File: config.mk
export PLATFORM = sky130hd
export DESIGN_NAME = io_device_hub
export DESIGN_NICKNAME = d
export VERILOG_FILES = /design/src/rtl/io_device_hub.sv
export SDC_FILE = /design/constraint.sdc
export NUM_CORES = 1
export LEC_CHECK = 0
export CAP_MARGIN = 20
export CORE_UTILIZATION = 45
export CTS_CLUSTER_SIZE = 14
export DETAILED_ROUTE_END_ITERATION = 12
export HOLD_SLACK_MARGIN = 0.15
export PLACE_DENSITY = 0.67
export SKIP_CTS_REPAIR_TIMING = 1
export SYNTH_ARGS = -nofsm -noshare
export SYNTH_HDL_FRONTEND = slang
export SYNTH_SLANG_ARGS = --single-unit
File: constraint.sdc
create_clock -name clk -period 7.9 [get_ports clk]
set_input_delay 2.37 -clock clk [delete_from_list [all_inputs] [get_ports clk]]
set_output_delay 2.37 -clock clk [all_outputs]
set_load 0.01 [all_outputs]
File: src/rtl/io_device_hub.sv
// Request hub routing reads/writes to an external ROM, a console loopback register,
// or an IPC channel (buffered write FIFO toward IPC, timed read request from IPC).
module io_device_hub #(
  parameter int DATA_W      = 32,
  parameter int NUM_DEV     = 8,
  parameter int PROM_ID     = 2,
  parameter int CONSDEV_ID  = 3,
  parameter int WFIFO_DEPTH = 4,
  parameter int TIMEOUT     = 255
) (
  input  logic              clk,
  input  logic              reset,
  input  logic              req_valid,
  output logic              req_ready,
  input  logic              is_write,
  input  logic [7:0]        device_id,
  input  logic [DATA_W-1:0] value_in,
  output logic              resp_valid,
  output logic [DATA_W-1:0] value_out,
  output logic              resp_err,
  output logic [15:0]       rom_addr,
  input  logic [DATA_W-1:0] rom_data,
  output logic              ipc_out_valid,
  input  logic              ipc_out_ready,
  output logic [7:0]        ipc_out_id,
  output logic [DATA_W-1:0] ipc_out_data,
  output logic              ipc_in_req,
  output logic [7:0]        ipc_in_id,
  input  logic              ipc_in_valid,
  input  logic [DATA_W-1:0] ipc_in_data,
  output logic [2:0]        dbg_state
);

  // Handshakes: a transfer happens on a rising edge where valid && ready are both 1;
  // the source holds valid and its payload steady until that edge, and ready never
  // depends combinationally on valid.

  localparam int PTR_W = (WFIFO_DEPTH > 1) ? $clog2(WFIFO_DEPTH) : 1;
  localparam int CNT_W = $clog2(WFIFO_DEPTH + 1);
  localparam int TMO_W = (TIMEOUT > 1) ? $clog2(TIMEOUT + 1) : 1;

  typedef enum logic [2:0] {
    IDLE     = 3'd0,
    ROM_WAIT = 3'd1,
    ROM_RESP = 3'd2,
    DRAIN    = 3'd3,
    IPC_WAIT = 3'd4,
    RESP     = 3'd5
  } state_t;

  state_t              state_q, state_d;
  logic                req_ready_q, req_ready_d;
  logic                resp_valid_q, resp_valid_d;
  logic [DATA_W-1:0]   value_out_q, value_out_d;
  logic                resp_err_q, resp_err_d;
  logic [15:0]         rom_addr_q, rom_addr_d;
  logic                ipc_in_req_q, ipc_in_req_d;
  logic [7:0]          ipc_in_id_q, ipc_in_id_d;
  logic [DATA_W-1:0]   cons_q, cons_d;
  logic [TMO_W-1:0]    wcnt_q, wcnt_d;
  logic [7:0]          mem_id_q [WFIFO_DEPTH];
  logic [7:0]          mem_id_d [WFIFO_DEPTH];
  logic [DATA_W-1:0]   mem_data_q [WFIFO_DEPTH];
  logic [DATA_W-1:0]   mem_data_d [WFIFO_DEPTH];
  logic [PTR_W-1:0]    wr_ptr_q, wr_ptr_d;
  logic [PTR_W-1:0]    rd_ptr_q, rd_ptr_d;
  logic [CNT_W-1:0]    count_q, count_d;

  logic             accept;
  logic             pop;
  logic             push;
  logic             id_valid;
  logic             id_prom;
  logic             id_cons;
  logic [TMO_W-1:0] wcnt_inc;

  assign accept   = req_valid && req_ready_q;
  assign pop      = (count_q != '0) && ipc_out_ready;
  assign id_valid = ({1'b0, device_id} < 9'(NUM_DEV));
  assign id_prom  = (device_id == 8'(PROM_ID));
  assign id_cons  = (device_id == 8'(CONSDEV_ID));
  assign wcnt_inc = wcnt_q + TMO_W'(1);

  always_comb begin
    state_d     = state_q;
    value_out_d = value_out_q;
    resp_err_d  = resp_err_q;
    rom_addr_d  = rom_addr_q;
    ipc_in_id_d = ipc_in_id_q;
    cons_d      = cons_q;
    wcnt_d      = wcnt_q;
    mem_id_d    = mem_id_q;
    mem_data_d  = mem_data_q;
    wr_ptr_d    = wr_ptr_q;
    rd_ptr_d    = rd_ptr_q;
    push        = 1'b0;

    unique case (state_q)
      IDLE: begin
        if (accept) begin
          if (!id_valid || (is_write && id_prom)) begin
            state_d     = RESP;
            value_out_d = '0;
            resp_err_d  = 1'b1;
          end else if (is_write) begin
            if (id_cons) cons_d = value_in;
            else         push   = 1'b1;
          end else if (id_prom) begin
            rom_addr_d = value_in[15:0];
            state_d    = ROM_WAIT;
          end else if (id_cons) begin
            state_d     = RESP;
            value_out_d = cons_q;
            resp_err_d  = 1'b0;
          end else begin
            ipc_in_id_d = device_id;
            state_d     = DRAIN;
          end
        end
      end
      ROM_WAIT: state_d = ROM_RESP;
      ROM_RESP: begin
        state_d     = RESP;
        value_out_d = rom_data;
        resp_err_d  = 1'b0;
      end
      // Pending writes must reach IPC before the read is issued.
      DRAIN: begin
        if (count_q == '0) begin
          state_d = IPC_WAIT;
          wcnt_d  = '0;
        end
      end
      IPC_WAIT: begin
        if (ipc_in_valid) begin
          state_d     = RESP;
          value_out_d = ipc_in_data;
          resp_err_d  = 1'b0;
        end else if (wcnt_inc == TMO_W'(TIMEOUT)) begin
          state_d     = RESP;
          value_out_d = '0;
          resp_err_d  = 1'b1;
          wcnt_d      = wcnt_inc;
        end else begin
          wcnt_d = wcnt_inc;
        end
      end
      RESP:    state_d = IDLE;
      default: state_d = IDLE;
    endcase

    if (push) begin
      mem_id_d[wr_ptr_q]   = device_id;
      mem_data_d[wr_ptr_q] = value_in;
      wr_ptr_d             = wr_ptr_q + PTR_W'(1);
    end
    if (pop) rd_ptr_d = rd_ptr_q + PTR_W'(1);
    count_d = count_q + CNT_W'(push) - CNT_W'(pop);

    // Outputs are registered from the next state so they line up with it.
    resp_valid_d = (state_d == RESP);
    ipc_in_req_d = (state_d == IPC_WAIT);
    req_ready_d  = (state_d == IDLE) && (count_d != CNT_W'(WFIFO_DEPTH));
  end

  always_ff @(posedge clk) begin
    if (reset) begin
      state_q      <= IDLE;
      req_ready_q  <= 1'b1;
      resp_valid_q <= 1'b0;
      value_out_q  <= '0;
      resp_err_q   <= 1'b0;
      rom_addr_q   <= '0;
      ipc_in_req_q <= 1'b0;
      ipc_in_id_q  <= '0;
      cons_q       <= '0;
      wcnt_q       <= '0;
      wr_ptr_q     <= '0;
      rd_ptr_q     <= '0;
      count_q      <= '0;
      for (int i = 0; i < WFIFO_DEPTH; i++) begin
        mem_id_q[i]   <= '0;
        mem_data_q[i] <= '0;
      end
    end else begin
      state_q      <= state_d;
      req_ready_q  <= req_ready_d;
      resp_valid_q <= resp_valid_d;
      value_out_q  <= value_out_d;
      resp_err_q   <= resp_err_d;
      rom_addr_q   <= rom_addr_d;
      ipc_in_req_q <= ipc_in_req_d;
      ipc_in_id_q  <= ipc_in_id_d;
      cons_q       <= cons_d;
      wcnt_q       <= wcnt_d;
      wr_ptr_q     <= wr_ptr_d;
      rd_ptr_q     <= rd_ptr_d;
      count_q      <= count_d;
      mem_id_q     <= mem_id_d;
      mem_data_q   <= mem_data_d;
    end
  end

  assign req_ready     = req_ready_q;
  assign resp_valid    = resp_valid_q;
  assign value_out     = value_out_q;
  assign resp_err      = resp_err_q;
  assign rom_addr      = rom_addr_q;
  assign ipc_out_valid = (count_q != '0);
  assign ipc_out_id    = mem_id_q[rd_ptr_q];
  assign ipc_out_data  = mem_data_q[rd_ptr_q];
  assign ipc_in_req    = ipc_in_req_q;
  assign ipc_in_id     = ipc_in_id_q;
  assign dbg_state     = state_q;

endmodule

==> metrics.txt <==
Crit. Startpoint device_id[5]; final WL 33,800 µm; synth top area cells dfxtp_1, mux4_2, a21oi_1; post-route cell area 14,900 µm²; Post-synth ARST share 0%; setup_tns 0 ns; Synth Area in Simple Gates 19.0%; Post-DP HPWL 21,000 µm; top-area cell type share of the netlist area 45.5%; average wire per standard cell 19.0 µm; CP Launch Type primary input; Worst Path Arrival 6.16 ns; Yosys top cell by area dfxtp_1; Worst Max-Slew Pin Slew 0.960 ns; Gate Count Post-Synth 1,291; I/O pins 214; register area share after synthesis 45.5%; drt via density 5.69; core outline area 26,000 µm²; kind of critical path primary input to flip-flop; reg2reg start dbg_state[1]; Port Buf Inserts 213; Pwr Total 3.73 mW; Inserted Clock Buffers 29; CP Max Fanout 76; synthesized netlist net count 1,410; number of max-cap violations 0; die area 27,000 µm²; DRT antenna net count 0; main combinational cell family by area after synthesis simple AND/OR/NAND/NOR gates; synthesized area 11,900 µm²; Tmin final 5.74 ns; RSZ-0062 raised after global routing false; FF-to-FF setup slack 4.04 ns; Global Route Usage Sum 24.4%; Slew headroom 36.0%; count of cell types in the netlist 57; crit end category flip-flop; crit path to req_ready; critical-path cell with the highest stage delay and3_4; ant diodes 0; Synth Warn # 0; Top FF cell, synth dfxtp_1; share of layout cells above drive strength 1 10.5%; most frequent cells in the layout dfxtp_1, clkdlybuf4s50_1, a21oi_1; highest cell delay on the worst timing path 0.76 ns; DRT iter0 DRCs 787; die height 164 µm; CTS tree yes; Peak VDD IR 0.173 mV; Worst Path Required 8.32 ns; DRC viols 0; Final Skew 0.0147 ns; Placement Cell Area 14,000 µm²; Post-Synth XOR/XNOR Area 0.369%; Fmax achieved 0.174 GHz; crit-path cells clkdlybuf4s50_1 -> nor4_1 -> and4b_1 -> and3_4 -> inv_1 -> ha_1 -> inv_1 -> ha_1 -> inv_1 -> fa_1 -> xor2_1 -> and2_1 -> nor3_1 -> and3b_1 -> nor4_1; First-pass DRT Iterations 5; multiplexer area fraction after synthesis 12.2%; Post-synth EDFFs 0; nets@finish 1,544; fin crit share 72.7%; worst reg2reg path depth 14; post-route worst setup slack 2.16 ns; leak pwr 5.19 nW; largest net degree at the start of global routing 100; CTS Sinks 270; initial antenna violation count 0; endpoints failing hold 0; Reg clk slew, reported paths 0.06 ns; clock buffer depth 3; Die X 164 µm; post-synthesis compound-gate area fraction 16.3%; Placement Setup Slack 1.59 ns; Slew Viols, Final 0; flops & latches, synth 270; Clock Latency Late Sink 0.55 ns; Overflow after GRT 0; Via Count 10.1k; Final setup viols 0; row cnt 59; Initial Util 45.7%; CP most frequent cell inv_1; Post-Synth Adder-Cell Area 1.01%; most common cell after layout, fill and taps aside dfxtp_1; routability cong. 0.790; htree depth 1; CTS root buffer clkbuf_16; Hold Path Class flip-flop to flip-flop; R2R Path End req_ready; status completed; syn_area_per_cell 9.20 µm²; Layout area overhead 25.3%; first-pass GRT wire length 52,000 µm; vias in the first global route 9,548; Power Density 251 nW/µm²
==> synthesized netlist by cell type (all sizes together) (3+ instances only) <==
master and count:
clkbuf 92, nor2b 6, and3 3, buf 35, and2 10, nand3 140
a22oi 34, nor3 5, a211oi 34, o21ai 9, nand2b 5, a31oi 34
xor2 3, mux4 40, nor2 109, a21oi 179, and3b 23, inv 9
nand2 147, mux2i 54, dfxtp 270, nor4 5, o21a 3, nand4 6
ha 8
==> state kept, by name (all words and copies together) (netlist names) <==
| name | flops |
|---|---|
| mem_data_q | 128 |
| cons_q | 32 |
| mem_id_q | 32 |
| value_out | 32 |
| rom_addr | 16 |
| ipc_in_id | 8 |
| wcnt_q | 8 |
| count_q | 3 |
| dbg_state | 3 |
| rd_ptr_q | 2 |
| wr_ptr_q | 2 |
| ipc_in_req | 1 |
| req_ready | 1 |
| resp_err | 1 |
| resp_valid | 1 |
==> worst max-delay path, delay by kind of cell <==
kind                       cells  cell delay [ns]
and+or+nand+nor                7             2.17
xor gates and xnor gates       1             0.17
buffers and inverters          4             0.62
adders and majority gates      3             0.81
==> area by class of cell <==
| type | instances | area [µm²] |
|---|---|---|
| clock buffers | 40 | 837 |
| multi-input cells | 885 | 5840 |
| flip-flops and latches | 270 | 5410 |
| repair buffers | 230 | 2270 |
| inverters | 9 | 33.8 |
| fillers | 2325 | 11100 |
| well taps | 335 | 419 |
| clock inverters | 10 | 65.1 |
==> stage by stage <==
stage | utilization (%) | std cells | hold slack (ns)
global route | 57.2 | 1779 | 0.464
finish | 57.2 | 1779 | 0.451
detailed placement | 53.7 | 1728 | 0.444
floorplan | - | 1291 | 0.433
CTS | 57.2 | 1778 | 0.453
global placement | 53.7 | 1728 | 0.438
==> where the power goes <==
group          total (mW)  switching, mW  internal (mW)
clock network        1.28          0.546          0.736
registers            1.54          0.102           1.44
logic               0.907          0.490          0.417
total                3.73           1.14           2.59
==> layer usage <==
| layer | vias up | track usage, % | routed length (µm) |
|---|---|---|---|
| met4 | 0 | 4.80 | 461 |
| li1 | 4883 | - | - |
| met5 | - | 0 | 0 |
| met1 | 4866 | 34.6 | 15400 |
| met2 | 333 | 39.4 | 15500 |
| met3 | 44 | 3.87 | 2400 |
==> cells by family (layout without fill, tap and decap cells) <==
kind of cell	count (synthesis)	after routing
AOI/OAI and AO/OA	304	304
xor gates and xnor gates	5	5
adders and majority gates	9	9
buffers and inverters	136	289
DFF	270	270
muxes	95	95
and+or+nand+nor	472	472
==> how the worst min path moves through the flow <==
stage	from	endpoint	slack [ns]	cells past startpoint
after floorplan	mem_data_q[32]	mem_data_q[32]	0.43	2
after global placement	mem_data_q[3]	mem_data_q[3]	0.44	2
after detailed placement	mem_data_q[115]	mem_data_q[115]	0.44	2
after CTS	mem_data_q[43]	mem_data_q[43]	0.45	2
after global routing	mem_data_q[11]	mem_data_q[11]	0.46	2
final	mem_data_q[2]	mem_data_q[2]	0.45	2
Note: power is estimated with default switching activity, not from simulation.
